### src/rtl/mem_port_master_if.sv
// Bundle of the fetch port, data port and memory port signals seen by mem_port_master.
// Handshake: a requester raises req and holds it (with its fields stable) until the single-cycle ack;
// an ack completes exactly one access, and the same req is only re-accepted after the ack cycle.
interface mem_port_master_if #(
  parameter int ADDR_W = 10
);
  logic              if_req;
  logic [ADDR_W-1:0] if_addr;
  logic              if_ack;
  logic [31:0]       if_rdata;

  logic              d_req;
  logic              d_we;
  logic [1:0]        d_size;
  logic              d_unsigned;
  logic [ADDR_W-1:0] d_addr;
  logic [31:0]       d_wdata;
  logic              d_ack;
  logic [31:0]       d_rdata;

  logic [1:0]        mem_op;
  logic [ADDR_W-1:0] mem_addr;
  logic [31:0]       mem_wdata;
  logic [31:0]       mem_rdata;

  modport master (
    input  if_req, if_addr,
    output if_ack, if_rdata,
    input  d_req, d_we, d_size, d_unsigned, d_addr, d_wdata,
    output d_ack, d_rdata,
    output mem_op, mem_addr, mem_wdata,
    input  mem_rdata
  );

  modport slave (
    output if_req, if_addr,
    input  if_ack, if_rdata,
    output d_req, d_we, d_size, d_unsigned, d_addr, d_wdata,
    input  d_ack, d_rdata,
    input  mem_op, mem_addr, mem_wdata,
    output mem_rdata
  );
endinterface

### src/rtl/mem_port_master.sv
// Single-port memory initiator: arbitrates fetch vs data onto one byte-addressed memory
// port and returns fetched words and sign/zero-extended load data via req/ack.
module mem_port_master #(
  parameter int ADDR_W = 10
) (
  input  logic                 clk,
  input  logic                 rst,
  mem_port_master_if.master    bus,
  output logic                 busy,
  output logic [1:0]           state_dbg
);

  typedef enum logic [1:0] {S_IDLE, S_FETCH, S_LOAD, S_STORE} state_t;

  localparam logic GRANT_F = 1'b0;
  localparam logic GRANT_D = 1'b1;

  state_t      state, state_nx;
  logic        last_grant;
  logic [1:0]  req_size;
  logic        req_unsigned;
  logic        if_elig, d_elig;
  logic        grant_if, grant_d;
  logic [1:0]  store_op;
  logic [31:0] load_ext;

  // A port still showing its ack is finishing; its held-high req must not start a new access.
  assign if_elig = bus.if_req && !bus.if_ack;
  assign d_elig  = bus.d_req  && !bus.d_ack;

  assign busy      = (state != S_IDLE);
  assign state_dbg = state;

  always_comb begin
    grant_if = 1'b0;
    grant_d  = 1'b0;
    state_nx = state;
    case (state)
      S_IDLE: begin
        if (if_elig && d_elig) begin
          if (last_grant == GRANT_F) grant_d = 1'b1;
          else                       grant_if = 1'b1;
        end else begin
          grant_if = if_elig;
          grant_d  = d_elig;
        end
        if (grant_if)                  state_nx = S_FETCH;
        else if (grant_d && bus.d_we)  state_nx = S_STORE;
        else if (grant_d)              state_nx = S_LOAD;
      end
      default: state_nx = S_IDLE;
    endcase
  end

  always_ff @(posedge clk or posedge rst) begin
    if (rst) state <= S_IDLE;
    else     state <= state_nx;
  end

  always_comb begin
    case (bus.d_size)
      2'b00:   store_op = 2'b01;
      2'b01:   store_op = 2'b10;
      default: store_op = 2'b11;
    endcase
  end

  always_comb begin
    load_ext = bus.mem_rdata;
    case (req_size)
      2'b00:   load_ext = {{24{~req_unsigned & bus.mem_rdata[7]}},  bus.mem_rdata[7:0]};
      2'b01:   load_ext = {{16{~req_unsigned & bus.mem_rdata[15]}}, bus.mem_rdata[15:0]};
      default: load_ext = bus.mem_rdata;
    endcase
  end

  always_ff @(posedge clk or posedge rst) begin
    if (rst) begin
      last_grant    <= GRANT_F;
      req_size      <= 2'b00;
      req_unsigned  <= 1'b0;
      bus.if_ack    <= 1'b0;
      bus.d_ack     <= 1'b0;
      bus.if_rdata  <= '0;
      bus.d_rdata   <= '0;
      bus.mem_op    <= 2'b00;
      bus.mem_addr  <= '0;
      bus.mem_wdata <= '0;
    end else begin
      bus.if_ack <= (state == S_FETCH);
      bus.d_ack  <= (state == S_LOAD) || (state == S_STORE);
      bus.mem_op <= 2'b00;
      if (grant_if) begin
        last_grant   <= GRANT_F;
        bus.mem_addr <= bus.if_addr;
      end
      if (grant_d) begin
        last_grant    <= GRANT_D;
        req_size      <= bus.d_size;
        req_unsigned  <= bus.d_unsigned;
        bus.mem_addr  <= bus.d_addr;
        bus.mem_wdata <= bus.d_wdata;
        if (bus.d_we) bus.mem_op <= store_op;
      end
      if (state == S_FETCH) bus.if_rdata <= bus.mem_rdata;
      if (state == S_LOAD)  bus.d_rdata  <= load_ext;
    end
  end

endmodule

### src/flat_wrapper.sv
// flat-port wrapper written by rule: the top's interface ports become plain ports
module mem_port_master_flat 
#(
  parameter int ADDR_W = 10
)
  (clk, rst, busy, state_dbg, bus_if_req, bus_if_addr, bus_if_ack, bus_if_rdata, bus_d_req, bus_d_we, bus_d_size, bus_d_unsigned, bus_d_addr, bus_d_wdata, bus_d_ack, bus_d_rdata, bus_mem_op, bus_mem_addr, bus_mem_wdata, bus_mem_rdata);
  mem_port_master_if #(.ADDR_W(ADDR_W)) bus_i ();
  input  logic clk;
  input  logic rst;
  output logic busy;
  output logic [1:0] state_dbg;
  input wire logic [$bits(bus_i.if_req)-1:0] bus_if_req;
  input wire logic [$bits(bus_i.if_addr)-1:0] bus_if_addr;
  output wire logic [$bits(bus_i.if_ack)-1:0] bus_if_ack;
  output wire logic [$bits(bus_i.if_rdata)-1:0] bus_if_rdata;
  input wire logic [$bits(bus_i.d_req)-1:0] bus_d_req;
  input wire logic [$bits(bus_i.d_we)-1:0] bus_d_we;
  input wire logic [$bits(bus_i.d_size)-1:0] bus_d_size;
  input wire logic [$bits(bus_i.d_unsigned)-1:0] bus_d_unsigned;
  input wire logic [$bits(bus_i.d_addr)-1:0] bus_d_addr;
  input wire logic [$bits(bus_i.d_wdata)-1:0] bus_d_wdata;
  output wire logic [$bits(bus_i.d_ack)-1:0] bus_d_ack;
  output wire logic [$bits(bus_i.d_rdata)-1:0] bus_d_rdata;
  output wire logic [$bits(bus_i.mem_op)-1:0] bus_mem_op;
  output wire logic [$bits(bus_i.mem_addr)-1:0] bus_mem_addr;
  output wire logic [$bits(bus_i.mem_wdata)-1:0] bus_mem_wdata;
  input wire logic [$bits(bus_i.mem_rdata)-1:0] bus_mem_rdata;
  assign bus_i.if_req = bus_if_req;
  assign bus_i.if_addr = bus_if_addr;
  assign bus_if_ack = bus_i.if_ack;
  assign bus_if_rdata = bus_i.if_rdata;
  assign bus_i.d_req = bus_d_req;
  assign bus_i.d_we = bus_d_we;
  assign bus_i.d_size = bus_d_size;
  assign bus_i.d_unsigned = bus_d_unsigned;
  assign bus_i.d_addr = bus_d_addr;
  assign bus_i.d_wdata = bus_d_wdata;
  assign bus_d_ack = bus_i.d_ack;
  assign bus_d_rdata = bus_i.d_rdata;
  assign bus_mem_op = bus_i.mem_op;
  assign bus_mem_addr = bus_i.mem_addr;
  assign bus_mem_wdata = bus_i.mem_wdata;
  assign bus_i.mem_rdata = bus_mem_rdata;
  mem_port_master #(.ADDR_W(ADDR_W)) u_core (.clk(clk), .rst(rst), .bus(bus_i), .busy(busy), .state_dbg(state_dbg));
endmodule
### config.mk
export PLATFORM = sky130hd
export DESIGN_NAME = mem_port_master_flat
export DESIGN_NICKNAME = d
export VERILOG_FILES = /design/src/rtl/mem_port_master_if.sv /design/src/rtl/mem_port_master.sv /design/src/flat_wrapper.sv
export SDC_FILE = /design/constraint.sdc
export NUM_CORES = 1
export LEC_CHECK = 0
export ABC_AREA = 1
export CAP_MARGIN = 25
export CELL_PAD_IN_SITES_DETAIL_PLACEMENT = 1
export CELL_PAD_IN_SITES_GLOBAL_PLACEMENT = 1
export CORE_ASPECT_RATIO = 1.5
export CORE_UTILIZATION = 30
export CTS_CLUSTER_SIZE = 14
export DETAILED_ROUTE_END_ITERATION = 8
export PLACE_DENSITY = 0.78
export SYNTH_ARGS = -nofsm -noshare
export SYNTH_HDL_FRONTEND = slang
export SYNTH_SLANG_ARGS = --single-unit
### constraint.sdc
create_clock -name clk -period 4.6 [get_ports clk]
set_input_delay 0.92 -clock clk [delete_from_list [all_inputs] [get_ports clk]]
set_output_delay 0.92 -clock clk [all_outputs]
set_load 0.05 [all_outputs]
======== Word-level counts from Yosys, hierarchy flattened ========
Index checks and enable logic that the tools add are counted.
storage, ports and cells
  bits in registers ....................... 116
  input bits .............................. 92
  output and inout port bits .............. 113
  word-level logic and storage cells ...... 52
operators by class
  equal/unequal tests ..................... 6
  muxes and demuxes ....................... 20
  bitwise logic cells ..................... 3
  reductions and logical operators ........ 12
operator list
  operator                                       number
  case mux 32 bit (2 select lines)               1
  two-way mux 10 bit                             2
  two-way mux 2 bit                              6
  two-way mux 1 bit                              10
  == test 2 x 1 -> 1 bit, second input constant  3
  logical NOT 2 bit                              3
  == test 2 bit, second input constant           2
  logical AND 1 bit                              4
  != test 4 x 1 -> 1 bit, second input constant  1
  case mux 2 bit (2 select lines)                1
  nonzero test 2 bit                             2
  bitwise AND 1 bit                              2
  logical NOT 1 bit                              2
  logical OR 1 bit                               1
  inverter 1 bit                                 1

======== Longest topological paths before layout ========
Gate-level depths: netlist of the first run.
  word-level depth ........................ 9
  gate-level depth with buffers ........... 8
  gate-level depth less buffers ........... 7

======== Worst setup path before layout of the first run ========
Ideal clock, no wire load.
  kind .................................... reg-to-output
  start ................................... register u_core.state[1] (netlist: u_core.state_dbg[1])
  end ..................................... output busy
  arrival ................................. 1.128 ns
  required time ........................... 3.680 ns
  setup slack ............................. 2.552 ns
  stages on the path, launching flop included .. 3
  path buffers ............................ 0
  cells stage by stage .................... dfrtp_1 > inv_2 > nand2_1
on the way
  word-level cells in the longest chain between the ends .. 1
RTL lines
  element                   line                   RTL
  start: declaration        mem_port_master.sv:18  state_t state, state_nx;
  start signal: assignment  mem_port_master.sv:57  else state <= state_nx;
  nonzero test 2 bit        mem_port_master.sv:31  assign busy = (state != S_IDLE);
  end: declaration          flat_wrapper.sv:10     output logic busy;
Every way passes these cells.

======== Worst setup path in the final report of the first run ========
Same ends and word-level chain as after synthesis.

==> flow_summary.toml, run 1 <==
[pwr]
p_leak_nw = 3.77
vdd_drop_max_mv = 0.387
finalPower_mw = 7.10
power_density_nw_per_um2 = 926

[clocking]
ctsResizeCount = 0
htree_levels = 4
clk_pin_slew_ns = 0.06
cts.sinks = 116
cts_buffer_depth = 2
cts_tree = "built"
insertion_delay_ns = 0.41
cts_buffers = 17
hold_buffers = 0
cts_post_setup_buffers_inserted = 0
cts-root-buf = "clkbuf_16"

[grt]
grtUsageMet2_pct = 36.0
grt_pass1_vias = 5158
grt_use_met3_pct = 4.53
track_usage_pct = 20.1
use_met1_pct = 21.8
busiest_layer = "met2"
grt_start_max_net_pins = 69
grt_first_pass_wirelength_um = 25900
grt.overflow.total = 0
antenna_found_initial = 0

[synth]
synth-simple-area-share_pct = 27.8
avgSynthCellArea_um2 = 8.31
synth_xor_area_share_pct = 0
ys_types = 17
synthCells = 584
synth_top_family_by_area = "simple AND/OR/NAND/NOR gates"
synthAdderAreaFrac_pct = 0
synth_compound_area_share_pct = 4.33
synth.yosys.seq_area_share_pct = 59.8
yosys-mux-area-fraction_pct = 0
ys_ff_latch = 116
synth_fp_nets = 676
ys_warn_count = 0
syn-cell-area_um2 = 4850

[timing]
setup_viol = 0
fin_tns_setup_ns = 0
max_freq_ghz = 0.362
drv_slew = 0
rsz0062_at_grt = "false"
hold_viol = 0
post-route-min-period_ns = 2.76
tightest_slew_ns = 1.01
fin_crit_sh_pct = 60.0
fin_skew_ns = 0.00810
slew_headroom_pct = 32.5

[outcome]
outcome = "complete, no violations"

[floorplanning]
die-area_um2 = 16700
die_width_um = 106
ioPinCount = 205
start_util_pct = 30.9
fp-row-count = 56
chipHeight_um = 158
core_area_um2 = 15700

[layout]
area_growth_pct = 58.0
finalNetCount = 876
diodes = 0
layout-drive-gt1-share_pct = 5.77
fillers = 1870

[critical_path]
critPathMaxFanout = 6
crit_buf_inv = 2
start_kind = "flip-flop"
slowest_delay_ns = 0.82
startpoint = "u_core.state_dbg[1]$_DFFE_PP0P_"
critPathArrivalTime_ns = 1.84
worstPathRequired_ns = 3.68
path_class = "reg -> out"
cp_slowest_cell = "clkdlybuf4s50_1"
timing.rr.start = "u_core.state_dbg[1]$_DFFE_PP0P_"
end_kind = "output port"
critPathTopFamily = "buffers and inverters"
crit_chain = "inv_2 > nand2_1 > clkdlybuf4s50_1"

[detailed_routing]
drc = 0
drtIter0Drc = 124
routed_wl_um = 15900
wl_per_cell_um = 15.9
vias = 4574
viasPerCell = 4.57
dr.pass1.iters = 4
postRouteAntennaNets = 0

[placement]
gp_congestion = 0.783
port_buffers = 204
dpl.hpwl_um = 11400

[hold_path]
worstHoldStart = "u_core.bus.if_rdata[14]$_DFFE_PP0P_"
hold_class = "reg -> reg"

[job]
drv_cap = 0
final timing paths:
path | cells past startpoint | end | slack [ns]
max | 3 | busy | 1.84
min | 2 | u_core.bus.if_rdata[14]$_DFFE_PP0P_ | 0.48
max reg2reg | 8 | u_core.bus.mem_op[0]$_DFF_PP0_ | 2.35
min reg2reg | 2 | u_core.bus.if_rdata[14]$_DFFE_PP0P_ | 0.48
max in group asynchronous | 3 | u_core.bus.mem_wdata[13]$_DFFE_PP0P_ | 2.71
min in group asynchronous | 2 | u_core.bus.mem_wdata[22]$_DFFE_PP0P_ | 1.04
report_power, final:
group	switching, mW	internal (mW)
registers	0.324	1.52
logic	2.72	1.22
clock network	0.498	0.816
sequential cells by signal (all words and copies together) (netlist names):
signal and cells:
u_core.state_dbg 2, u_core.bus.mem_addr 10, u_core.bus.if_rdata 32, u_core.req_size 2, u_core.bus.d_ack 1, u_core.bus.d_rdata 32, u_core.req_unsigned 1, u_core.bus.mem_op 2
u_core.bus.if_ack 1, u_core.last_grant 1, u_core.bus.mem_wdata 32
placed cells by master, fill, tap and decap left out:
| master | instances |
|---|---|
| buf_4 | 3 |
| a21oi_1 | 16 |
| or2_2 | 2 |
| nor2_1 | 29 |
| buf_16 | 1 |
| clkinvlp_4 | 4 |
| nor2_2 | 2 |
| clkbuf_16 | 17 |
| clkbuf_8 | 1 |
| nand2_1 | 237 |
| dfrtp_1 | 116 |
| inv_4 | 1 |
| clkinv_4 | 3 |
| inv_2 | 4 |
| inv_6 | 3 |
| clkinv_2 | 2 |
| o21ai_0 | 26 |
| clkdlybuf4s50_1 | 204 |
| inv_1 | 62 |
| nand3_1 | 46 |
| bufinv_16 | 2 |
| nand4_1 | 1 |
| buf_12 | 1 |
| or2_0 | 14 |
synthesized netlist by cell type:
cell / n / area, um^2
buf_6: 1 / 11.3
or2_0: 14 / 87.6
clkbuf_2: 1 / 5.00
or2_2: 2 / 12.5
buf_2: 11 / 55.1
a21oi_1: 16 / 80.1
o21ai_0: 26 / 130
nand4_1: 1 / 6.26
inv_1: 63 / 236
nor2_2: 2 / 12.5
nand3_1: 46 / 230
nor2_1: 29 / 109
buf_4: 4 / 30.0
nand2_1: 237 / 890
dfrtp_1: 116 / 2900
clkbuf_1: 11 / 41.3
inv_2: 4 / 15.0
per-layer routing:
metal | up-vias | routed length, um
li1 | 2175 | -
met1 | 2206 | 5990
met2 | 146 | 8480
met3 | 47 | 699
met4 | 0 | 732
met5 | - | 0
cell families after synthesis:
logic type             count (synthesis)
AND/OR/NAND/NOR                      331
flip-flops                           116
buffers and inverters                 95
AO/OA/AOI/OAI                         42
metrics by stage:
| step | setup slack (ns) | std cells | hold slack (ns) | util [%] | instance area, um^2 |
|---|---|---|---|---|---|
| after global placement | 1.56 | 967 | 0.456 | 44.9 | 7050 |
| final | 1.84 | 1000 | 0.477 | 48.9 | 7670 |
| after detailed placement | 1.49 | 967 | 0.465 | 44.9 | 7050 |
| after global routing | 1.73 | 1000 | 0.512 | 48.9 | 7670 |
| after floorplan | 0.608 | 584 | 0.449 | - | 4850 |
| after CTS | 1.81 | 999 | 0.482 | 48.7 | 7640 |
tightest hold or removal path, delay by kind of cell (launching register included):
kind / cells / cell delay, ns
flops: 1 / 0.34
simple gates: 2 / 0.11
layout make-up:
type                    count  area (um^2)  area share (%)
flip-flops and latches    116         2900            37.8
multi-input cells         373         1560            20.3
inverters                  67          254            3.31
well taps                 203          254            3.31
clock buffers              18          439            5.72
repair buffers            209         2110            27.5
clock inverters            14          153            1.99
(Power assumes the default switching activity.)
==> run 2: changes to the inputs <==
==> constraint.sdc (replaced) <==
create_clock -name clk -period 2.7 [get_ports clk]
set_input_delay 0.54 -clock clk [delete_from_list [all_inputs] [get_ports clk]]
set_output_delay 0.54 -clock clk [all_outputs]
set_load 0.05 [all_outputs]
==> run 2 against run 1 <==
  * Total power increased by 72%
  * Clock skew is 0.0043 ns higher
  * Routed wire length rose by 1.3%
  * Count of clock-buffer cells in the layout grew 3
  * Via count fell by 0.11%
  * First-iteration DRC count grew 36%
  * Design area grew 0.60%
  * Critical path depth unchanged
  * Utilization up 0.29 points
  * Sequential share of layout area fell by 0.23 points
  * Die area is the same
  * Global-route usage increased by 0.083 points
  * Critical path type unchanged
  * Largest cell class unchanged
==> flow_summary.toml, run 2 (synthesis results as in run 1) <==
[outcome]
outcome = "complete, no violations"

[detailed_routing]
dr.pass1.iters = 5
routed_wl_um = 16100
wl_per_cell_um = 16.0
viasPerCell = 4.55
postRouteAntennaNets = 0
vias = 4569
drc = 0
drtIter0Drc = 169

[timing]
setup_ws_ns = 0.253
slew_headroom_pct = 49.1
fin_crit_sh_pct = 90.6
rsz0062_at_grt = "false"
post-route-min-period_ns = 2.45
max_freq_ghz = 0.409
holdWs_ns = 0.476
setup_viol = 0
tightest_slew_ns = 0.762
hold_viol = 0
drv_slew = 0
fin_tns_setup_ns = 0
fin_skew_ns = 0.0124

[grt]
grt_pass1_vias = 5031
track_usage_pct = 20.2
grt_start_max_net_pins = 51
grt_first_pass_wirelength_um = 25900
use_met1_pct = 22.5
busiest_layer = "met2"
grtUsageMet2_pct = 36.9
grt_use_met3_pct = 3.99
grt.overflow.total = 0
antenna_found_initial = 0

[layout]
utilization_pct = 49.2
area_growth_pct = 59.0
stdcell_area_um2 = 7720
diodes = 0
layout-drive-gt1-share_pct = 6.11
fillers = 1887
top_regs = "u_core.bus.d_rdata (32), u_core.bus.if_rdata (32), u_core.bus.mem_wdata (32)"
finalNetCount = 882
fin_cells = 1005
final_cell_mix = "nand2_1, clkdlybuf4s50_1, dfrtp_1, inv_1, nand3_1"
final_common_cell = "nand2_1"

[floorplanning]
core_area_um2 = 15700
start_util_pct = 30.9
die_width_um = 106
die-area_um2 = 16700
ioPinCount = 205
fp-row-count = 56
chipHeight_um = 158

[clocking]
cts_tree = "built"
cts_buffers = 17
cts_buffer_depth = 2
insertion_delay_ns = 0.41
ctsResizeCount = 0
htree_levels = 4
hold_buffers = 0
cts-root-buf = "clkbuf_16"
cts.sinks = 116
cts_post_setup_buffers_inserted = 0
clk_pin_slew_ns = 0.05

[placement]
dp_cells = 974
place_area_um2 = 7130
dpl.hpwl_um = 11800
port_buffers = 204
post-place-ws_ns = 0.462
gp_congestion = 0.790

[pwr]
power_frac_comb_pct = 55.8
power_density_nw_per_um2 = 1580
p_leak_nw = 3.81
p_int_mw = 6.20
power_frac_clock_pct = 18.7
p_sw_mw = 5.99
power_frac_seq_pct = 25.5
p_sw_share_pct = 49.1
vdd_drop_max_mv = 0.663
finalPower_mw = 12.2

[critical_path]
critPathMaxFanout = 6
worstPathRequired_ns = 2.16
path_class = "reg -> out"
end_kind = "output port"
critPathArrivalTime_ns = 1.91
start_kind = "flip-flop"

[job]
drv_cap = 0

[hold_path]
hold_class = "reg -> reg"
run 2: cell count changes in the layout (fill, tap and decap cells not counted), sizes merged:
cell      previous run  this run
buf                  5        11
bufinv               2         3
clkbuf              18        21
clkinv               5         6
clkinvlp             4         2
inv                 70        66
run 2: area by class of cell:
class | instances | area, um^2 | share of cell area (%)
Multi-Input combinational cell | 373 | 1560 | 20.2
Timing Repair Buffer | 215 | 2160 | 27.9
Clock inverter | 10 | 131 | 1.70
Tap cell | 203 | 254 | 3.29
Clock buffer | 21 | 460 | 5.97
Sequential cell | 116 | 2900 | 37.6
Inverter | 67 | 255 | 3.31
run 2: metal layers:
metal / share of wire (%) / up-vias
li1: - / 2179
met1: 39 / 2223
met2: 54 / 142
met3: 3.8 / 25
met4: 3.0 / 0
met5: 0 / -
run 2: critical path, stage by stage, from the launching register on:
cell and delay (ns):
dfrtp_1 0.46, inv_2 0.04, nand2_1 0.14, clkdlybuf4s50_1 0.86
run 2: final timing paths:
path	startpoint	cells past startpoint	slack (ns)	endpoint
max	u_core.state_dbg[1]$_DFFE_PP0P_	3	0.25	busy
min	u_core.bus.if_rdata[21]$_DFFE_PP0P_	2	0.48	u_core.bus.if_rdata[21]$_DFFE_PP0P_
max reg2reg	u_core.state_dbg[1]$_DFFE_PP0P_	6	0.97	u_core.bus.d_rdata[24]$_DFFE_PP0P_
min reg2reg	u_core.bus.if_rdata[21]$_DFFE_PP0P_	2	0.48	u_core.bus.if_rdata[21]$_DFFE_PP0P_
max in group asynchronous	rst	3	1.52	u_core.bus.d_rdata[14]$_DFFE_PP0P_
min in group asynchronous	rst	2	0.49	u_core.bus.mem_addr[1]$_DFFE_PP0P_
run 2: power groups by stage:
stage	logic, mW	registers [mW]	clock network [mW]
finish	6.81	3.11	2.27
detailed placement	6.88	3.13	0
global route	7.28	3.21	2.41
floorplan	1.68	5.82	0
global placement	6.67	3.09	0
CTS	6.90	3.12	2.33
